### src/rtl/sqz_seq_pkg.sv
// Shared types for the squeeze-layer sequencer: FSM states, delay-line entry
// and sizing helpers.
package sqz_seq_pkg;

    typedef enum logic [1:0] {IDLE, RUN, DRAIN, DONE} state_t;

    // Pixel field is fixed-width so the struct can live in the package;
    // layers up to 256x256 output pixels fit.
    localparam int PIX_MAX_W = 16;

    typedef struct packed {
        logic                 valid;
        logic                 first;
        logic                 last;
        logic [PIX_MAX_W-1:0] pix;
    } dl_entry_t;

    function automatic int pix_count(input int wout);
        return wout * wout;
    endfunction

    // Index width that never collapses to zero bits (e.g. CHIN=1).
    function automatic int idx_width(input int n);
        return (n > 1) ? $clog2(n) : 1;
    endfunction

endpackage

### src/rtl/sqz_seq_delay.sv
// Stallable shift register of delay-line entries; aligns issue side-band
// information with operands arriving at the MAC array.
module sqz_seq_delay
    import sqz_seq_pkg::*;
#(
    parameter int DEPTH = 2
) (
    input  logic      clk,
    input  logic      rst,
    input  logic      stall,
    input  dl_entry_t din,
    output dl_entry_t dout
);

    dl_entry_t [DEPTH-1:0] stages;

    always_ff @(posedge clk or negedge rst) begin
        // NOTE: this is a short control pipeline, not a storage array, so every
        // stage is reset; a stale valid bit would fire a spurious MAC or OFM write.
        if (!rst) begin
            stages <= '0;
        end else if (!stall) begin
            stages[0] <= din;
            for (int i = 1; i < DEPTH; i++) begin
                stages[i] <= stages[i-1];
            end
        end
    end

    assign dout = stages[DEPTH-1];

endmodule

### src/rtl/squeeze_layer_sequencer.sv
// Sequencer for one 1x1 squeeze-convolution layer on the shared MAC array.
// Optional macro SQZ_SEQ_PERF_EN adds a saturating busy-cycle counter (perf_cycles).
module squeeze_layer_sequencer
    import sqz_seq_pkg::*;
#(
    parameter int WOUT     = 8,
    parameter int CHIN     = 512,
    parameter int PIPE_LAT = 2,
    parameter int PIX_W    = idx_width(pix_count(WOUT)),
    parameter int CH_W     = idx_width(CHIN)
) (
    input  logic                  clk,
    input  logic                  rst,
    input  logic                  start,
    input  logic                  stall,
    output logic                  ifm_rd_en,
    output logic [PIX_W+CH_W-1:0] ifm_rd_addr,
    output logic [CH_W-1:0]       wrom_addr,
    output logic                  mac_en,
    output logic                  mac_clr,
    output logic                  ofm_wr_en,
    output logic [PIX_W-1:0]      ofm_wr_addr,
    output logic                  busy,
    output logic                  done,
    input  logic                  done_ack
`ifdef SQZ_SEQ_PERF_EN
    ,
    output logic [31:0]           perf_cycles
`endif
);

    localparam int NPIX = pix_count(WOUT);
    localparam int AW   = PIX_W + CH_W;

    state_t               state, state_nxt;
    logic [PIX_W-1:0]     pix;
    logic [CH_W-1:0]      ch;
    logic                 last_ch, last_pix, start_acc, issue, last_wr;
    dl_entry_t            dl_in, dl_out;
    logic                 wr_valid;
    logic [PIX_MAX_W-1:0] wr_pix;

    assign last_ch   = (ch == CH_W'(CHIN - 1));
    assign last_pix  = (pix == PIX_W'(NPIX - 1));
    assign start_acc = (state == IDLE) && start;
    assign issue     = (state == RUN) && !stall;
    assign last_wr   = wr_valid && !stall && (wr_pix == PIX_MAX_W'(NPIX - 1));

    always_ff @(posedge clk or negedge rst) begin
        // NOTE: all clocked state uses non-blocking assignments so every register
        // samples pre-edge values regardless of process ordering.
        if (!rst) state <= IDLE;
        else      state <= state_nxt;
    end

    always_comb begin
        // NOTE: default assignment first so no path leaves state_nxt unassigned
        // (which would infer a latch).
        state_nxt = state;
        case (state)
            IDLE:    if (start) state_nxt = RUN;
            RUN:     if (issue && last_ch && last_pix) state_nxt = DRAIN;
            DRAIN:   if (last_wr) state_nxt = DONE;
            DONE:    if (done_ack) state_nxt = IDLE;
            default: state_nxt = IDLE;
        endcase
    end

    always_comb begin
        ifm_rd_en = issue;
        busy      = (state == RUN) || (state == DRAIN);
        done      = (state == DONE);
        mac_en    = dl_out.valid && !stall;
        mac_clr   = dl_out.valid && dl_out.first && !stall;
        ofm_wr_en = wr_valid && !stall;
    end

    // Channel is the inner loop; both counters return to zero after the final issue.
    always_ff @(posedge clk or negedge rst) begin
        if (!rst) begin
            pix <= '0;
            ch  <= '0;
        end else if (start_acc) begin
            pix <= '0;
            ch  <= '0;
        end else if (issue) begin
            if (last_ch) begin
                ch  <= '0;
                pix <= last_pix ? '0 : pix + 1'b1;
            end else begin
                ch <= ch + 1'b1;
            end
        end
    end

    assign ifm_rd_addr = AW'(pix) * AW'(CHIN) + AW'(ch);
    assign wrom_addr   = ch;

    assign dl_in = '{valid: (state == RUN), first: (ch == '0), last: last_ch,
                     pix: PIX_MAX_W'(pix)};

    sqz_seq_delay #(.DEPTH(PIPE_LAT)) u_delay (
        .clk   (clk),
        .rst   (rst),
        .stall (stall),
        .din   (dl_in),
        .dout  (dl_out)
    );

    // Bias/ReLU result is ready one cycle after the pixel's final product.
    always_ff @(posedge clk or negedge rst) begin
        if (!rst) begin
            wr_valid <= 1'b0;
            wr_pix   <= '0;
        end else if (!stall) begin
            wr_valid <= dl_out.valid && dl_out.last;
            wr_pix   <= dl_out.pix;
        end
    end

    assign ofm_wr_addr = wr_pix[PIX_W-1:0];

`ifdef SQZ_SEQ_PERF_EN
    always_ff @(posedge clk or negedge rst) begin
        if (!rst)                          perf_cycles <= '0;
        else if (start_acc)                perf_cycles <= '0;
        else if (busy && perf_cycles != '1) perf_cycles <= perf_cycles + 1'b1;
    end
`endif

endmodule

### config.mk
export PLATFORM = sky130hd
export DESIGN_NAME = squeeze_layer_sequencer
export DESIGN_NICKNAME = d
export VERILOG_FILES = /design/src/rtl/sqz_seq_pkg.sv /design/src/rtl/sqz_seq_delay.sv /design/src/rtl/squeeze_layer_sequencer.sv
export SDC_FILE = /design/constraint.sdc
export NUM_CORES = 1
export LEC_CHECK = 0
export ABC_AREA = 1
export CORE_MARGIN = 8
export CORE_UTILIZATION = 35
export DETAILED_ROUTE_END_ITERATION = 8
export PLACE_DENSITY = 0.55
export SLEW_MARGIN = 0
export SYNTH_ARGS = -nofsm -noshare
export SYNTH_HDL_FRONTEND = slang
export SYNTH_HIERARCHICAL = 1
export SYNTH_SLANG_ARGS = --single-unit
### constraint.sdc
create_clock -name clk -period 4.9 [get_ports clk]
set_input_delay 0.98 -clock clk [delete_from_list [all_inputs] [get_ports clk]]
set_output_delay 0.98 -clock clk [all_outputs]
set_load 0.02 [all_outputs]
==> key figures, run 1 <==
Floorplan
  • DIE HEIGHT: approximately 120 um
  • Io pins: 41
  • Row cnt: 36
  • DIE AREA: approximately 14000 um2
  • Starting density of the core: ~36%
  • Chip Width: 116.7 um
  • Core area: between 9000 and 10000 um2

Synthesis
  • Most used DFF post-synth: dfrtp_1
  • Ys async rst share: between 90% and 100%
  • Synthesized instance count: roughly 430
  • Count of cell types in the netlist: 31
  • Sequential cell area fraction in the yosys report: between 50% and 60%
  • #FFs+latches synth: a little over 70
  • Mapped cell area: ~3500 um2
  • Avg Cell Area, Syn: roughly 8.2 um2
  • EDFF count, synth: 0
  • Yosys warns: 6

Critical path
  • Worst Setup End Kind: output pin
  • CP required: 3920 ps
  • Crit start category: input pin
  • Crit path DAT: 2250 ps
  • WS Path Type: input pin to output pin
  • Crit Path Max Fanout: slightly below 60

Pwr
  • Power, Total: around 1900 uW
  • Sequential share of power: between 40% and 50%
  • Sw Ratio: about 36%
  • Leak pwr: about 0.002 uW
  • Worst VDD drop: approximately 160 uV
  • Switching pwr: 670.1 uW
  • Internal: between 1000 and 1500 uW
  • Clock network power share: between 20% and 30%
  • Gate power share: around a third
  • Pwr Density: ~470 nW/um2

Timing
  • Rel. slew slack: a little under three fifths
  • Final hold viol count: 0
  • Final Setup Violations: 0
  • Sum Neg Setup Slack: 0 ps
  • Unrepaired setup endpoints after global routing: false
  • Post-layout min period: about 3200 ps
  • Worst Max-Slew Pin Slew: between 600 and 700 ps
  • FMAX: 309.2 MHz
  • Slew Limit Fails: 0
  • Skew final: around 14 ps
  • Final worst-path cycle share: ~66%

GRT
  • Vias in the first global route: about 2600
  • GRT Residual Overflow: 0
  • Antenna violations before repair: 0
  • GRT Util Overall: approximately 11%
  • First-pass GRT wire length: roughly 12 mm
  • Largest net degree at the start of global routing: 59

Min path
  • HP Class: flop to flop

Layout
  • Area delta synth->final: 11.31%
  • Share of cells above drive strength 1: 6.473%
  • # diodes: 0
  • # nets final: between 400 and 500
  • Post-route cell area: about 4000 um2

Routing
  • Vias: between 2000 and 3000
  • DRT Wirelength: 7.076 mm
  • DRC: 0
  • Routed Antenna Nets: 0
  • Routed wire per std cell: between 10 and 15 um
  • Vias per inst: roughly 4.4
  • Initial DRC count: 96
  • Detailed-router iteration count before antenna repair: 4

Clock network
  • Clock Latency Late Sink: 330 ps
  • Postcts setup bufs: 0
  • Root Driver: clkbuf_8
  • # clock sinks: 72
  • Post-CTS Resized: 0
  • Cts hold-fix bufs: 0
  • Inserted Clock Buffers: 9
  • Maximum clock insertion buffer count: 2
  • CTS clk-pin slew, worst paths: about 70 ps
  • CTS tree: built
  • Htree depth: 3

Placed design
  • RD Place Congestion: ~0.9
  • Area post-placement: around 3800 um2
  • Post-detail-place hpwl: approximately 4.7 mm
  • I/O Buffers: 40

Run status
  • Status: finished, final reports clean

Run
  • Max-capacitance violation count: 0
==> power groups by stage <==
stage | Clock (uW) | Sequential (uW) | Combinational, uW
2_1_floorplan | 0 | 824 | 490
3_3_place_gp | 0 | 846 | 592
6_report | 446 | 837 | 592
3_5_place_dp | 0 | 849 | 601
4_1_cts | 461 | 838 | 604
5_1_grt | 488 | 858 | 665
==> synth_stat cells (all sizes together) (3+ instances only) <==
library cell | instances | share of area (%)
nand4 | 3 | 0.53
nand3 | 16 | 2.3
a21oi | 6 | 0.95
buf | 50 | 11
nor2 | 21 | 2.4
o21ai | 6 | 1.2
nor3 | 7 | 0.99
dfrtp | 72 | 51
inv | 32 | 3.4
o22ai | 3 | 0.53
ha | 9 | 3.2
nand2 | 199 | 22
==> worst max-delay path, cell delays in order <==
cell and delay [ps]:
buf_2 100, buf_4 470, nor2_1 130, clkdlybuf4s50_1 570
==> layout make-up <==
cell class,instances,area (um2)
sequential,72,1802
clock buffer,12,135.1
tap,133,166.4
timing repair buffer,42,405.4
multi-input combinational,286,1274
fill,1025,5868
inverter,33,125.1
clock inverter,3,43.79
==> layout by cell type (no fill, tap or decap), types with 4 or more instances in the layout <==
master / count
nor2_1: 18
nor3_1: 7
nand3_1: 16
clkbuf_8: 9
clkdlybuf4s50_1: 38
a21oi_1: 5
dfrtp_1: 72
nand2_1: 196
inv_1: 29
o21ai_0: 4
ha_1: 9
conb_1: 10
==> metrics by stage <==
stage | std cells | utilization [%] | hold slack (ps) | worst slack [ps]
3_3_place_gp | 566 | 38.42 | 451.3 | 1656
4_1_cts | 581 | 40.24 | 465.6 | 1645
2_1_floorplan | 442 | - | 441.7 | 2279
3_5_place_dp | 566 | 38.42 | 455.0 | 1639
6_report | 581 | 40.24 | 459.1 | 1665
5_1_grt | 581 | 40.24 | 481.8 | 1559
==> worst paths after layout <==
check / startpoint / to / slack [ps] / cells after the start
max: stall / mac_en / 1670 / 4
min: u_delay/stages[15] / u_delay/dout[15] / 460 / 2
max reg2reg: wrom_addr[3] / pix[4] / 2510 / 9
min reg2reg: u_delay/stages[15] / u_delay/dout[15] / 460 / 2
max in group asynchronous: rst / wrom_addr[3] / 3260 / 2
min in group asynchronous: rst / u_delay/stages[0] / 600 / 1
==> registers in the layout (all words and copies together), names as in the netlist <==
register and cells:
wr_pix 16, wr_valid 1, pix 6, state 2
u_delay/stages 19, u_delay/dout 19, wrom_addr 9
==> cell families after synthesis <==
| family | share of synthesized area, % |
|---|---|
| AO/OA/AOI/OAI | 3.349 |
| adder cells (fa/ha/maj) | 3.172 |
| buffers and inverters | 14.31 |
| flip-flops | 50.76 |
| other | 0.1056 |
| AND/OR/NAND/NOR | 28.31 |
==> per-layer routing <==
layer  vias to the layer above  global-route usage [%]  share of wire, %
met4                         0                   5.119               1.0
met5                         -                       0                 0
met2                        43                   17.69                45
met3                         7                   3.930               5.9
met1                      1188                   14.22                48
li1                       1302                       -                 -
No activity file was read; power rests on OpenSTA's default activity.
==> inputs of run 2 (changes only) <==
Settings changed: PLACE_DENSITY 0.55 to 0.57.
Clock period 4.9 ns to 2.79 ns, I/O delays scaled along.
==> run 2 against run 1 <==
Worst hold slack got worse by 150 ps; clock power rose by 57%; clock-buffer cell count unchanged; combinational power is 76% higher; first-iteration DRC count rose by 4.2%; via count down 1.7%; sequential share of layout area down 0.10 points; cell count is the same; largest power group unchanged; core utilization up 0.089 points; non-clock buffer count is 2 higher.
==> key figures, run 2 (same netlist as run 1, synthesis figures left out) <==
Run status
  • Status: finished, final reports clean

Timing
  • Worst Max-Slew Pin Slew: 785.0 ps (+120.6 ps)
  • Setup slack after layout: 264.2 ps (-1401 ps)
  • Rel. slew slack: 47.67% (-8.0 points)
  • Post-layout min period: around 2500 ps
  • Final Setup Violations: 0 (unchanged)
  • Slew Limit Fails: 0 (unchanged)
  • Unrepaired setup endpoints after global routing: false
  • FMAX: between 300 and 400 MHz
  • Final worst-path cycle share: 90.53%
  • Final hold viol count: 0 (unchanged)
  • Sum Neg Setup Slack: 0 ps (unchanged)
  • Skew final: 4.595 ps (-9.495 ps)

Clock network
  • Cts hold-fix bufs: 0 (unchanged)
  • Maximum clock insertion buffer count: 2 (unchanged)
  • # clock sinks: 72 (unchanged)
  • CTS tree: built
  • Inserted Clock Buffers: 9 (unchanged)
  • Postcts setup bufs: 0 (unchanged)
  • Htree depth: 3 (unchanged)
  • Clock Latency Late Sink: 330 ps (about the same)
  • CTS clk-pin slew, worst paths: 70 ps (about the same)
  • Root Driver: clkbuf_8
  • Post-CTS Resized: 0 (unchanged)

GRT
  • Antenna violations before repair: 0 (unchanged)
  • Largest net degree at the start of global routing: 42 (-29%)
  • First-pass GRT wire length: 12.03 mm (-3.0%)
  • GRT Util Overall: 11.37% (-0.10 points)
  • Vias in the first global route: 2415 (-7.9%)
  • GRT Residual Overflow: 0 (unchanged)

Layout
  • # diodes: 0 (unchanged)
  • Share of cells above drive strength 1: 6.920% (+0.45 points)
  • # fillers: 1039 (+1.4%)
  • Area occupied by multi-input gates: 1274 um2 (unchanged)
  • Post-route cell area: 3960 um2 (+0.22%)
  • Commonest non-fill, non-tap cells in the layout: nand2_1, dfrtp_1, clkdlybuf4s50_1, inv_1, nor2_1
  • Commonest non-fill, non-tap cell in the layout: nand2_1
  • Area delta synth->final: 11.56%
  • # nets final: 460 (+0.44%)
  • Final Util: 40.33% (+0.089 points)
  • Area occupied by registers: 1802 um2 (unchanged)

Routing
  • Routed wire per std cell: 12.13 um (-0.44%)
  • Vias: 2498 (-1.7%)
  • Detailed-router iteration count before antenna repair: 5 (+1)
  • DRC: 0 (unchanged)
  • Vias per inst: 4.299 (-1.7%)
  • Initial DRC count: 100 (+4.2%)
  • Routed Antenna Nets: 0 (unchanged)
  • DRT Wirelength: 7.045 mm (-0.44%)

Critical path
  • Crit. Startpoint: state[1]
  • Bufs and invs on worst path: 3 (unchanged)
  • Most frequent CP cell: inv_1
  • Worst Setup End Kind: output pin
  • Reg-to-reg slack, setup: 540 ps (-1970 ps)
  • Slowest CP cell: clkdlybuf4s50_1
  • Reg-to-Reg Start: wrom_addr[3]
  • Crit start category: flop
  • Crit Path Max Fanout: 4 (-93%)
  • CP Cell Sequence: inv_1, ha_1, nand2_4, inv_1, clkdlybuf4s50_1
  • Max incr delay on CP: 630 ps (+60 ps)
  • WS Path Type: flop to output pin
  • CP top delay family: buffers and inverters
  • Crit path DAT: 1970 ps (-280 ps)
  • CP required: 2230 ps (-1690 ps)

Placed design
  • Post-detail-place hpwl: 4.804 mm (+3.2%)
  • RD Place Congestion: 0.8049 (-9.4%)
  • I/O Buffers: 40 (unchanged)
  • Area post-placement: 3800 um2 (+0.73%)
  • Place WS: 578.0 ps (-1061 ps)

Floorplan
  • Core area: 9819 um2 (unchanged)
  • Starting density of the core: 36.15% (unchanged)
  • Io pins: 41 (unchanged)
  • DIE AREA: 13620 um2 (unchanged)
  • Row cnt: 36 (unchanged)
  • DIE HEIGHT: 116.7 um (unchanged)
  • Chip Width: 116.7 um (unchanged)

Pwr
  • Pwr Density: 810.7 nW/um2 (+71%)
  • Worst VDD drop: 269.2 uV (+71%)
  • Power, Total: 3210 uW (+71%)
  • Leak pwr: 0.002068 uW (+0.39%)

Run
  • Max-capacitance violation count: 0 (unchanged)

Min path
  • HP Class: input pin to asynchronous set/reset pin
## run 2: worst reg2reg max path, cell delays in order (launching register included)
cell,delay [ps]
dfrtp_1,470
nand2_1,100
nor3_1,330
nor3b_1,290
ha_1,220
inv_1,100
o21ai_4,310
inv_2,130
a21oi_1,140
a21oi_1,60
## run 2: path summary, 6_finish.rpt
| check | end | cells after the start |
|---|---|---|
| worst max-delay path | ifm_rd_en | 5 |
| worst min-delay path | u_delay/dout[7] | 1 |
| worst max register to register | pix[2] | 9 |
| worst min register to register | u_delay/dout[2] | 2 |
| max in group asynchronous | u_delay/stages[6] | 2 |
| min in group clk | u_delay/dout[2] | 2 |
## run 2: layout make-up
class,instances,share of cell area [%]
clock buffers,12,3.918
clock inverters,1,0.1264
well taps,133,4.202
inverters,33,3.160
flip-flops and latches,72,45.50
multi-input cells,286,32.16
repair buffers,44,10.93
## run 2: metal layers
| metal | GRT usage (%) | vias up | part of all wire, % |
|---|---|---|---|
| met4 | 2.901 | 0 | 0.72 |
| met5 | 0 | - | 0 |
| met2 | 17.08 | 49 | 44 |
| met1 | 14.37 | 1140 | 49 |
| met3 | 5.377 | 5 | 6.9 |
| li1 | - | 1304 | - |
## run 2: report_power, final
part           switching (uW)  internal, uW
sequential                193          1280
combinational             605           436
clock                     345           356
## run 2: metrics by stage
stage	instances	hold slack (ps)
after floorplan	442	262.4
after global placement	568	450.4
after detailed placement	568	452.2
after CTS	581	324.0
after global routing	581	350.3
final	581	307.5
